$ cat src/rtl/fc_act_collector_pkg.sv
// Shared definitions for the fully-connected activation collector.
//   state_e  : collector FSM states (FILL gathers neurons, HOLD presents the vector)
//   acc_w()  : accumulator width for a given activation width and fan-in
//   sat_max(): largest non-negative value of a signed WIDTH-bit activation
package fc_pkg;

  typedef enum logic {
    FILL = 1'b0,
    HOLD = 1'b1
  } state_e;

  // Dot product of IN products of two WIDTH-bit values grows by $clog2(IN) bits.
  function automatic int acc_w(input int width, input int fan_in);
    return width * 2 + $clog2(fan_in);
  endfunction

  localparam int ACC_W_DEF = acc_w(8, 128);

  function automatic int sat_max(input int width);
    return (1 << (width - 1)) - 1;
  endfunction

endpackage

$ cat src/rtl/fc_act_collector_if.sv
// Handshake bundle between the neuron units, the collector and the next layer.
//   in_valid/in_ready/in_data/in_last : one accumulator word per handshake
//   out_valid/out_ready/out_x         : complete requantized activation vector
//   seq_err                           : sticky in_last/count disagreement flag
// slave modport is the collector side, master is the producer/consumer side.
interface fc_act_if #(
  parameter int WIDTH = 8,
  parameter int ACC_W = 23,
  parameter int OUT   = 10
);
  logic                    in_valid;
  logic                    in_ready;
  logic signed [ACC_W-1:0] in_data;
  logic                    in_last;
  logic                    out_valid;
  logic                    out_ready;
  logic [WIDTH-1:0]        out_x [0:OUT-1];
  logic                    seq_err;

  modport slave (
    input  in_valid, in_data, in_last, out_ready,
    output in_ready, out_valid, out_x, seq_err
  );

  modport master (
    output in_valid, in_data, in_last, out_ready,
    input  in_ready, out_valid, out_x, seq_err
  );
endinterface

$ cat src/rtl/fc_act_collector_requant_sat.sv
// Combinational requantizer: signed accumulator word -> non-negative WIDTH-bit
// activation. Negative inputs clamp to 0, positive inputs are rounded half-up
// after a right shift by SHIFT and saturated to the signed WIDTH-bit maximum.
//   a : signed accumulator input (ACC_W bits)
//   q : requantized activation (WIDTH bits, always <= 2^(WIDTH-1)-1)
module requant_sat
  import fc_pkg::*;
#(
  parameter int ACC_W = 23,
  parameter int WIDTH = 8,
  parameter int SHIFT = 7
) (
  input  logic signed [ACC_W-1:0] a,
  output logic [WIDTH-1:0]        q
);

  localparam logic [ACC_W:0] HALF = (ACC_W + 1)'(1) << (SHIFT - 1);
  localparam logic [ACC_W:0] QMAX = (ACC_W + 1)'(sat_max(WIDTH));

  // One extra bit of headroom so the rounding add of the largest positive
  // accumulator value cannot wrap.
  function automatic logic [ACC_W:0] rnd_half_up(input logic signed [ACC_W-1:0] v);
    logic [ACC_W:0] s;
    s = {1'b0, v} + HALF;
    return s >> SHIFT;
  endfunction

  function automatic logic [WIDTH-1:0] sat_clip(input logic [ACC_W:0] t);
    if (t > QMAX) return QMAX[WIDTH-1:0];
    return t[WIDTH-1:0];
  endfunction

  always_comb begin
    q = '0;
    if (!a[ACC_W-1]) q = sat_clip(rnd_half_up(a));
  end

endmodule

$ cat src/rtl/fc_act_collector.sv
// Output collector of a fully-connected layer. Accepts OUT accumulator words
// in neuron order, requantizes each into its slot of out_x, then holds the
// full vector with out_valid until the next layer takes it.
//   clk, rst : clock, synchronous active-high reset
//   bus      : fc_act_if slave (input word handshake, output vector handshake,
//              sticky seq_err)
module fc_act_collector
  import fc_pkg::*;
#(
  parameter int WIDTH = 8,
  parameter int IN    = 128,
  parameter int ACC_W = acc_w(WIDTH, IN),
  parameter int OUT   = 10,
  parameter int SHIFT = 7
) (
  input  logic        clk,
  input  logic        rst,
  fc_act_if.slave     bus
);

  localparam int               CNT_W = $clog2(OUT);
  localparam logic [CNT_W-1:0] LAST  = CNT_W'(OUT - 1);

  state_e           state_q, state_d;
  logic [CNT_W-1:0] cnt_q, cnt_d;
  logic             seq_err_q, seq_err_d;
  logic [WIDTH-1:0] buf_q [0:OUT-1];
  logic [WIDTH-1:0] rq_val;
  logic             accept;
  logic             at_last;

  requant_sat #(
    .ACC_W (ACC_W),
    .WIDTH (WIDTH),
    .SHIFT (SHIFT)
  ) u_rq (
    .a (bus.in_data),
    .q (rq_val)
  );

  assign accept  = bus.in_valid && (state_q == FILL);
  assign at_last = (cnt_q == LAST);

  // State register
  always_ff @(posedge clk) begin
    if (rst) begin
      state_q   <= FILL;
      cnt_q     <= '0;
      seq_err_q <= 1'b0;
    end else begin
      state_q   <= state_d;
      cnt_q     <= cnt_d;
      seq_err_q <= seq_err_d;
    end
  end

  // Next-state logic; the vector closes on the count alone, in_last only
  // feeds the error flag.
  always_comb begin
    state_d   = state_q;
    cnt_d     = cnt_q;
    seq_err_d = seq_err_q;
    unique case (state_q)
      FILL: begin
        if (accept) begin
          seq_err_d = seq_err_q | (bus.in_last != at_last);
          if (at_last) begin
            cnt_d   = '0;
            state_d = HOLD;
          end else begin
            cnt_d = cnt_q + 1'b1;
          end
        end
      end
      HOLD: begin
        if (bus.out_ready) state_d = FILL;
      end
      default: state_d = FILL;
    endcase
  end

  // Outputs
  always_comb begin
    bus.in_ready  = (state_q == FILL);
    bus.out_valid = (state_q == HOLD);
    bus.seq_err   = seq_err_q;
  end

  // Vector storage: written only on accepted words, so slots not yet
  // overwritten keep the previous vector's values.
  always_ff @(posedge clk) begin
    if (rst) begin
      for (int i = 0; i < OUT; i++) buf_q[i] <= '0;
    end else if (accept) begin
      buf_q[cnt_q] <= rq_val;
    end
  end

  assign bus.out_x = buf_q;

endmodule
$ cat src/flat_wrapper.sv
// flat-port wrapper written by rule: the top's interface ports become plain ports
module fc_act_collector_flat import fc_pkg::*;
#(
  parameter int WIDTH = 8,
  parameter int IN    = 128,
  parameter int ACC_W = acc_w(WIDTH, IN),
  parameter int OUT   = 10,
  parameter int SHIFT = 7
)
  (clk, rst, bus_in_valid, bus_in_data, bus_in_last, bus_out_ready, bus_in_ready, bus_out_valid, bus_out_x, bus_seq_err);
  fc_act_if #(.WIDTH(WIDTH), .ACC_W(ACC_W), .OUT(OUT)) bus_i ();
  input  logic clk;
  input  logic rst;
  input wire logic [$bits(bus_i.in_valid)-1:0] bus_in_valid;
  input wire logic [$bits(bus_i.in_data)-1:0] bus_in_data;
  input wire logic [$bits(bus_i.in_last)-1:0] bus_in_last;
  input wire logic [$bits(bus_i.out_ready)-1:0] bus_out_ready;
  output wire logic [$bits(bus_i.in_ready)-1:0] bus_in_ready;
  output wire logic [$bits(bus_i.out_valid)-1:0] bus_out_valid;
  output wire logic [$bits(bus_i.out_x)-1:0] bus_out_x;
  output wire logic [$bits(bus_i.seq_err)-1:0] bus_seq_err;
  assign bus_i.in_valid = bus_in_valid;
  assign bus_i.in_data = bus_in_data;
  assign bus_i.in_last = bus_in_last;
  assign bus_i.out_ready = bus_out_ready;
  assign bus_in_ready = bus_i.in_ready;
  assign bus_out_valid = bus_i.out_valid;
  assign bus_out_x = {>>{bus_i.out_x}};
  assign bus_seq_err = bus_i.seq_err;
  fc_act_collector #(.WIDTH(WIDTH), .IN(IN), .ACC_W(ACC_W), .OUT(OUT), .SHIFT(SHIFT)) u_core (.clk(clk), .rst(rst), .bus(bus_i));
endmodule
$ cat config.mk
export PLATFORM = sky130hd
export DESIGN_NAME = fc_act_collector_flat
export DESIGN_NICKNAME = d
export VERILOG_FILES = /design/src/rtl/fc_act_collector_pkg.sv /design/src/rtl/fc_act_collector_if.sv /design/src/rtl/fc_act_collector_requant_sat.sv /design/src/rtl/fc_act_collector.sv /design/src/flat_wrapper.sv
export SDC_FILE = /design/constraint.sdc
export NUM_CORES = 1
export LEC_CHECK = 0
export CORE_UTILIZATION = 35
export DETAILED_ROUTE_END_ITERATION = 10
export SYNTH_ARGS = -nofsm -noshare
export SYNTH_HDL_FRONTEND = slang
export SYNTH_SLANG_ARGS = --single-unit
$ cat constraint.sdc
create_clock -name clk -period 3.5 [get_ports clk]
set_input_delay 0.35 -clock clk [delete_from_list [all_inputs] [get_ports clk]]
set_output_delay 0.35 -clock clk [all_outputs]
set_load 0.1 [all_outputs]
Word-level counts from Yosys, hierarchy flattened
Cells that the tools add are included.
- $add $sub $neg: 2
- order comparisons: 3
- equality and inequality tests: 2
- multiplexer cells: 13
- bitwise operators: 3
- reduce and logical (&&, ||, !) cells: 3
- operator list (kind ; number):
    80-bit bitwise mux ; 1
    8-bit demux with 4-bit select ; 1
    8-bit two-way mux ; 4
    23-bit by 7-bit adder with 24-bit output (second input constant) ; 1
    17-bit by 7-bit > comparator with 1-bit output (second input constant) ; 1
    5-bit >= comparator (second input constant) ; 1
    5-bit by 1-bit less-than comparator with 1-bit output (second input constant) ; 1
    1-bit two-way mux ; 5
    4-bit inverter with 5-bit output ; 1
    4-bit by 1-bit adder with 4-bit output (second input constant) ; 1
    4-bit equality test (second input constant) ; 1
    4-bit two-way mux ; 1
    1-bit logical AND ; 2
    1-bit one-hot mux with 2 select lines ; 1
    2-bit AND reduction ; 1
    1-bit inequality test ; 1
    1-bit inverter ; 1
    1-bit bitwise OR ; 1
- flip-flop bits (word level): 86
- input port bits: 28

Longest topological paths before layout
Gate-level depths: netlist of the first run.
- word-level depth: 7
- depth in mapped cells: 7

Hierarchy
Synthesis of the first run repeated with hierarchy kept, for this count alone.
- cells, all modules: 386
- area, all modules: 3988.8 µm²
- modules (own cells, without submodules) (module ; instances ; cells an instance ; area an instance (µm²) ; seq. area each (µm²)):
    fc_act_collector ; 1 ; 318 ; 3492.1 ; 1721.7
    requant_sat ; 1 ; 68 ; 496.7 ; 0.0

Worst setup path after synthesis of the first run
OpenSTA, ideal clock, no wires.
- path kind: register -> register
- from: register u_core.state_q, in the netlist u_core.bus.out_valid
- to: register u_core.buf_q, in the netlist u_core.bus.out_x[72]
- setup time: 71 ps
- data arrival time: 2542 ps
- path slack: 886 ps
- cell stages (with the launch flop): 7
- cells stage by stage: dfxtp_1 > inv_1 > nand2_1 > nor3_1 > a21oi_1 > nand2_1 > o21ai_1
- word-level cells in the longest chain between the ends: 2
- ends and longest elaborated chain (item ; line ; RTL):
    start: declaration ; fc_act_collector.sv:24 ; state_e state_q, state_d;
    start signal: assignment ; fc_act_collector.sv:51 ; state_q <= state_d;
    1-bit inverter ; -- ;
    net bus_in_ready ; flat_wrapper.sv:18 ; output wire logic [$bits(bus_i.in_ready)-1:0] bus_in_ready;
    1-bit logical AND ; fc_act_collector.sv:41 ; assign accept = bus.in_valid && (state_q == FILL);
    end signal: indexed assignment ; fc_act_collector.sv:95 ; buf_q[cnt_q] <= rq_val;
    end: declaration ; fc_act_collector.sv:27 ; logic [WIDTH-1:0] buf_q [0:OUT-1];
The timed path passes the listed nets, and every way through them passes these cells.
A chain may end at the register's enable or synchronous reset.

Worst setup path after layout of the first run
- from: input bus_in_data[6]
- to: register u_core.buf_q, in the netlist u_core.bus.out_x[13]
- word-level cells in the longest chain between the ends: 7
- ends and longest elaborated chain (item ; line ; RTL):
    start: declaration ; flat_wrapper.sv:15 ; input wire logic [$bits(bus_i.in_data)-1:0] bus_in_data;
    23-bit by 7-bit adder with 24-bit output (*) ; fc_act_collector_requant_sat.sv:24 ; s = {1'b0, v} + HALF;
    17-bit by 7-bit > comparator with 1-bit output ; fc_act_collector_requant_sat.sv:29 ; if (t > QMAX) return QMAX[WIDTH-1:0];
    1-bit two-way mux ; fc_act_collector_requant_sat.sv:29 ;
    1-bit two-way mux ; fc_act_collector_requant_sat.sv:35 ; if (!a[ACC_W-1]) q = sat_clip(rnd_half_up(a));
    8-bit two-way mux (*) ; fc_act_collector_requant_sat.sv:30 ; return t[WIDTH-1:0];
    8-bit two-way mux (*) ; fc_act_collector_requant_sat.sv:35 ;
    80-bit bitwise mux (*) ; fc_act_collector.sv:95 ;
Mark *: on every way between the ends. The rest lies on a longest branch, timed or not. The select of a mux whose other input is x is not followed.

==> impl_metrics.tcl, run 1 <==
set metrics [dict create \
    internal_power_mw 1.32 \
    viasPerCell 4.83 \
    power_frac_seq_pct 53.9 \
    reg2reg_to "u_core.bus.out_x[7]$_SDFFE_PP0P_" \
    worst-path-max-fanout 10 \
    worstHoldEndpoint "u_core.bus.out_x[32]$_SDFFE_PP0P_" \
    async_reset_ff_share_pct 0 \
    cts_max_path_buffers 2 \
    postRouteAntennaNets 0 \
    setup_violations 0 \
    hold_viol_final 0 \
    syn_nets 376 \
    met2WireLength_microns 3700 \
    rows 34 \
    yosys.area.top_type_share_pct 54.7 \
    irDropWorstVdd_uv 215 \
    die_w_microns 96.8 \
    highest_layer "met4" \
    cts_resized 0 \
    min_period_ns 2.68 \
    cp-end-kind "flop" \
    switching_share_pct 29.2 \
    overflow 0 \
    drc_errors 0 \
    syn2layout_area_growth_pct 43.7 \
    synth_largest_area_cell "dfxtp_1" \
    hp-class "flop to flop" \
    antenna_found_initial 0 \
    p_per_area_mw_per_mm2 413 \
    drv_cap 0 \
    ys_seq_elements 86 \
    first_pass_iters 4 \
    root_buffer "clkbuf_8" \
    synth.area.top_cells "dfxtp_1 (55%), o21ai_1 (11%), nand2_1 (10%)" \
    cts.sinks 86 \
    drive_above_1_share_pct 7.48 \
    cts_inserted_buffers 9 \
    clk_pin_slew_ns 0.08 \
    drtIter0Drc 98 \
    p_leak_nw 1.68 \
    hold_path_startpoint "u_core.bus.out_x[32]$_SDFFE_PP0P_" \
    grt_pass1_wl_microns 13100 \
    yosysMostFrequentCell "dfxtp_1" \
    synth_warnings 0 \
    synth-main-ff-cell "dfxtp_1" \
    finalClockSkew_ns 0.00998 \
    crit_type "input port to flop" \
    min_period_over_period_pct 76.7 \
    die_h_microns 96.8 \
    status "finished, final reports clean" \
    wl_met3_microns 383 \
    combPwrFrac_pct 12.7 \
    fmaxAchievable_mhz 373 \
    dpl.hpwl_microns 5960 \
    die-area_sq_mm 0.00937 \
    numPortBuffers 104 \
    gp_congestion 0.890 \
    worst-r2r-setup-slack_ns 1.60 \
    coreArea_sq_mm 0.00872 \
    hold_path_depth 2 \
    instances_no_fill 576 \
    totalWireLength_microns 7980 \
    r2r_cells 5 \
    yosysSeqAreaShare_pct 54.7 \
    drt-met1-wl_microns 3810 \
    htreeDepth 3 \
    grt_max_degree 19 \
    grt_pass1_vias 2585 \
    p_total_mw 1.87 \
    ys_top_cells_by_count "dfxtp_1 (86), nand2_1 (85), o21ai_1 (70)" \
    r2r_start "u_core.bus.out_valid$_SDFF_PP0_" \
    syn_area_sq_mm 0.00315 \
    cts_setup_buffers 0 \
    switching_power_uw 545 \
    wire_per_inst_microns 13.9 \
    maxSlewHeadroom_pct 33.5 \
    tightest_slew_ns 0.994 \
    pwr-share-clk_pct 33.4 \
    synth_edf_count 0 \
    fin_nets 492 \
    slew_viol_final 0 \
    dpl.cell_count 560 \
    rsz0062_at_grt "false" \
    critPathRequiredTime_ns 3.71 \
    grt.total_usage_pct 17.8 \
    crit_arrival_ns 2.90 \
    setup_tns_ns 0 \
    initial_core_util_pct 36.1 \
    vias 2780 \
    cts_tree "built" \
    io_pins 111 \
    start_kind "input port" \
    synth_cell_types 36 \
    cts.hold.buffers_added 0 \
    n_antenna_cell 0 \
    synth_area_per_cell_sq_um 9.07 \
    synth_cells 347 \
    worstSkewPairLatency_ns 0.35 \
]
[cells by family (layout without fill, tap and decap cells)]
| group | Yosys count | count (layout) | share of synthesized area, % |
|---|---|---|---|
| DFF | 86 | 86 | 54.7 |
| AOI/OAI and AO/OA | 86 | 86 | 15.3 |
| adders and majority gates | 1 | 1 | 0.398 |
| xor gates and xnor gates | 12 | 12 | 3.34 |
| muxes | 1 | 1 | 0.437 |
| and+or+nand+nor | 152 | 152 | 24.7 |
| buffers and inverters | 9 | 130 | 1.07 |
[worst max-delay path: stages]
cell and delay (ns):
clkdlybuf4s50_1 0.44, ha_1 0.26, and4_1 0.27, or4b_1 0.49, a21oi_2 0.20, o22ai_4 0.19
nor3_4 0.55, o21ai_1 0.15
[per-layer routing]
layer	GRT usage [%]	vias up
met5	0	-
met4	6.54	0
met3	4.48	8
met2	28.2	79
met1	23.5	1264
li1	-	1429
[cells in the final DEF, fill, tap and decap left out, types with 2 or more instances in the layout]
master / instances
dfxtp_1: 86
inv_1: 4
a21oi_1: 9
nor4_1: 3
buf_4: 6
and2_1: 11
o21ai_1: 70
nand2_1: 85
nand4_1: 4
nand3_1: 5
clkbuf_8: 9
clkdlybuf4s50_1: 104
nor3_4: 7
nor2_1: 15
inv_6: 2
clkinvlp_4: 2
nor2b_1: 2
nor3_1: 6
nand2b_1: 2
xor2_1: 7
xnor2_1: 5
and3_1: 3
[through the flow]
step,hold slack (ns),cell area [sq um],util (%),setup slack (ns)
3_3_place_gp,0.436,4350,49.9,0.428
6_report,0.450,4520,51.9,0.816
4_1_cts,0.454,4520,51.9,0.802
5_1_grt,0.461,4520,51.9,0.684
3_5_place_dp,0.442,4350,49.9,0.427
2_1_floorplan,0.533,3150,-,0.886
[final cells by class]
class	instances	area (sq um)
fillers	843	4200
flip-flops and latches	86	1720
multi-input cells	252	1390
repair buffers	110	1090
well taps	108	135
clock buffers	10	128
clock inverters	6	46.3
inverters	4	15.0
[registers in the layout, summed over array words and instances, names as in the netlist]
register	flops
u_core.bus.out_valid	1
u_core.bus.seq_err	1
u_core.cnt_q	4
u_core.bus.out_x	80
[power by group through the flow]
stage	sequential, mW	clock (mW)	combinational, mW
after floorplan	1.13	0	0.0634
after global placement	1.03	0	0.237
after detailed placement	1.03	0	0.238
after CTS	1.01	0.641	0.239
after global routing	1.01	0.688	0.251
final	1.01	0.624	0.238
[worst max path at each step]
stage | start | endpoint | slack (ns)
detailed placement | bus_in_data[6] | u_core.bus.out_x[5]$_SDFFE_PP0P_ | 0.43
finish | bus_in_data[6] | u_core.bus.out_x[13]$_SDFFE_PP0P_ | 0.82
CTS | bus_in_data[6] | u_core.bus.out_x[13]$_SDFFE_PP0P_ | 0.80
global route | bus_in_data[6] | u_core.bus.out_x[3]$_SDFFE_PP0P_ | 0.68
global placement | bus_in_data[6] | u_core.bus.out_x[3]$_SDFFE_PP0P_ | 0.43
floorplan | u_core.bus.out_valid$_SDFF_PP0_ | u_core.bus.out_x[72]$_SDFFE_PP0P_ | 0.89
(Power assumes the default switching activity.)
==> inputs of run 2 (changes only) <==
--- a/config.mk
+++ b/config.mk
@@ -7,6 +7,7 @@
 export LEC_CHECK = 0
 export CORE_UTILIZATION = 35
 export DETAILED_ROUTE_END_ITERATION = 10
+export PLACE_DENSITY = 0.67
 export SYNTH_ARGS = -nofsm -noshare
 export SYNTH_HDL_FRONTEND = slang
 export SYNTH_SLANG_ARGS = --single-unit
==> constraint.sdc (replaced) <==
create_clock -name clk -period 2.4 [get_ports clk]
set_input_delay 0.24 -clock clk [delete_from_list [all_inputs] [get_ports clk]]
set_output_delay 0.24 -clock clk [all_outputs]
set_load 0.1 [all_outputs]
==> run 2 against run 1 <==
Combinational power up 59%. Sequential share of layout area down 1.8 points. Utilization up 2.6 points. Register-to-register slack worse by 0.97 ns. First-iteration DRC count up 4.1%. Critical path depth up 2. Worst hold slack better by 0.0020 ns. Cell area up 5.0%. Critical path type unchanged. Critical endpoint is now u_core.bus.out_x[42]$_SDFFE_PP0P_. Largest cell class unchanged.
==> impl_metrics.tcl, run 2 (synthesis results as in run 1) <==
set metrics [dict create \
    syn2layout_area_growth_pct 50.9 \
    coreArea_sq_mm 0.00872 \
    status "finished, final reports clean" \
    cp-end-kind "flop" \
    totalWireLength_microns 8810 \
    initial_core_util_pct 36.1 \
    wire_per_inst_microns 14.3 \
    r2r_cells 5 \
    drv_cap 0 \
    crit_arrival_ns 2.54 \
    numPortBuffers 104 \
    cp_slowest_cell "or4b_1" \
    drive_above_1_share_pct 31.8 \
    die-area_sq_mm 0.00937 \
    grt_pass1_vias 2744 \
    r2r_start "u_core.bus.out_valid$_SDFF_PP0_" \
    hold_viol_final 0 \
    p_leak_nw 2.10 \
    slew_viol_final 0 \
    p_per_area_mw_per_mm2 655 \
    largest_reg_flops 80 \
    cp_top_family "simple AND/OR/NAND/NOR gates" \
    mostFrequentLayoutCells "buf_4 (127), nand2_1 (85), dfxtp_1 (85), o21ai_1 (70), clkdlybuf4s50_1 (21)" \
    grt_pass1_wl_microns 13900 \
    fmaxAchievable_mhz 434 \
    irDropWorstVdd_uv 304 \
    finalClockSkew_ns 0.0132 \
    pre_cts_slack_ns -0.556 \
    path_cells "clkdlybuf4s50_1, ha_1, and4_1, or4b_1, a21oi_2, o22ai_4, buf_12, nor3_4, buf_4, o21ai_1" \
    path_buf_inv 3 \
    cp.depth 10 \
    gp_congestion 0.863 \
    cts_inserted_buffers 9 \
    worst-r2r-setup-slack_ns 0.63 \
    io_pins 111 \
    switching_share_pct 26.1 \
    maxSlewHeadroom_pct 58.5 \
    first_pass_iters 4 \
    postRouteAntennaNets 0 \
    cts.hold.buffers_added 0 \
    die_h_microns 96.8 \
    critPathRequiredTime_ns 2.64 \
    setup.worst_path.start "bus_in_data[6]" \
    cpPeakStageDelay_ns 0.49 \
    power_frac_seq_pct 47.2 \
    clk_pin_slew_ns 0.08 \
    setup_ws_ns 0.0957 \
    pwr-share-clk_pct 40.6 \
    cts_max_path_buffers 2 \
    min_period_ns 2.30 \
    rsz0062_at_grt "false" \
    n_antenna_cell 0 \
    drtIter0Drc 102 \
    die_w_microns 96.8 \
    cts.sinks 86 \
    dpl.hpwl_microns 6390 \
    mostFrequentLayoutCell "buf_4" \
    setup_violations 0 \
    drc_errors 0 \
    fin_nets 533 \
    hp-class "flop to flop" \
    worstSkewPairLatency_ns 0.36 \
    start_kind "input port" \
    cts_tree "built" \
    combPwrFrac_pct 12.2 \
    antenna_found_initial 0 \
    root_buffer "clkbuf_8" \
    min_period_over_period_pct 96.0 \
    switching_power_uw 813 \
    worst-path-max-fanout 6 \
    crit_end "u_core.bus.out_x[42]$_SDFFE_PP0P_" \
    internal_power_mw 2.30 \
    grt_max_degree 16 \
    tightest_slew_ns 0.623 \
    viasPerCell 4.84 \
    rows 34 \
    vias 2984 \
    reg2reg_to "u_core.bus.out_x[0]$_SDFFE_PP0P_" \
    grt.total_usage_pct 18.5 \
    htreeDepth 3 \
    crit_type "input port to flop" \
    overflow 0 \
    fin_util_pct 54.4 \
]
## run 2: cell count changes in the layout (fill, tap and decap cells not counted), sizes merged
cell           previous run  this run
clkinv                    2         1
clkdlybuf4s50           104        21
inv                       6         4
buf                       6       130
bufinv                    0         3
## run 2: stage by stage
stage / setup TNS [ns] / area [sq um] / hold WS [ns] / std cells / power [mW]
6_report: 0 / 4750 / 0.452 / 617 / 3.11
3_5_place_dp: -32.22 / 4330 / 0.444 / 584 / 1.88
2_1_floorplan: 0 / 3150 / 0.423 / 347 / 1.74
4_1_cts: 0 / 4710 / 0.454 / 615 / 3.12
3_3_place_gp: -28.81 / 4330 / 0.440 / 584 / 1.87
5_1_grt: 0 / 4750 / 0.467 / 617 / 3.20
## run 2: routing by layer
| layer | vias up | global-route usage [%] | share of wire [%] |
|---|---|---|---|
| met4 | 0 | 6.54 | 1.4 |
| met2 | 87 | 30.9 | 47 |
| met1 | 1377 | 24.0 | 47 |
| met5 | - | 0 | 0 |
| li1 | 1509 | - | - |
| met3 | 11 | 3.40 | 4.6 |
## run 2: layout make-up
class	instances	area [sq um]
sequential	86	1720
clock buffer	10	138
clock inverter	6	118
tap	108	135
timing repair buffer	151	1220
inverter	4	18.8
multi-input combinational	252	1390
fill	824	3970
## run 2: worst register-to-register path, cell delays in order, from the launching register on
cell and delay [ns]:
dfxtp_2 0.36, nor2b_1 0.34, nand2_1 0.18, nor3_1 0.36, nand2_1 0.26, o21ai_1 0.20
## run 2: power by group through the flow
stage / combinational, mW / sequential (mW) / clock, mW
global route: 0.398 / 1.47 / 1.33
finish: 0.379 / 1.47 / 1.26
detailed placement: 0.374 / 1.50 / 0
CTS: 0.376 / 1.47 / 1.27
global placement: 0.372 / 1.50 / 0
floorplan: 0.0925 / 1.65 / 0
## run 2: how the worst min path moves through the flow
stage	start	endpoint	slack, ns	depth (start not counted)
2_1_floorplan	bus_out_ready	u_core.bus.out_valid$_SDFF_PP0_	0.42	3
6_report	u_core.bus.out_x[42]$_SDFFE_PP0P_	u_core.bus.out_x[42]$_SDFFE_PP0P_	0.45	2
5_1_grt	u_core.bus.out_x[42]$_SDFFE_PP0P_	u_core.bus.out_x[42]$_SDFFE_PP0P_	0.47	2
3_3_place_gp	u_core.bus.out_x[37]$_SDFFE_PP0P_	u_core.bus.out_x[37]$_SDFFE_PP0P_	0.44	2
3_5_place_dp	u_core.bus.out_x[20]$_SDFFE_PP0P_	u_core.bus.out_x[20]$_SDFFE_PP0P_	0.44	2
4_1_cts	u_core.bus.out_x[62]$_SDFFE_PP0P_	u_core.bus.out_x[62]$_SDFFE_PP0P_	0.45	2
## run 2: repair_timing
action                     CTS  global route
pin swaps                    7             2
resized for setup            0             0
setup buffers               15             2
setup endpoints to repair   60            37
==> inputs of run 3 (changes only) <==
--- a/config.mk
+++ b/config.mk
@@ -8,6 +8,8 @@
 export CORE_UTILIZATION = 35
 export DETAILED_ROUTE_END_ITERATION = 10
 export PLACE_DENSITY = 0.67
+export SKIP_LAST_GASP = 1
+export SLEW_MARGIN = 20
 export SYNTH_ARGS = -nofsm -noshare
 export SYNTH_HDL_FRONTEND = slang
 export SYNTH_SLANG_ARGS = --single-unit
==> results of run 3 <==
Final layout, timing and power as in run 2 (identical DEF).
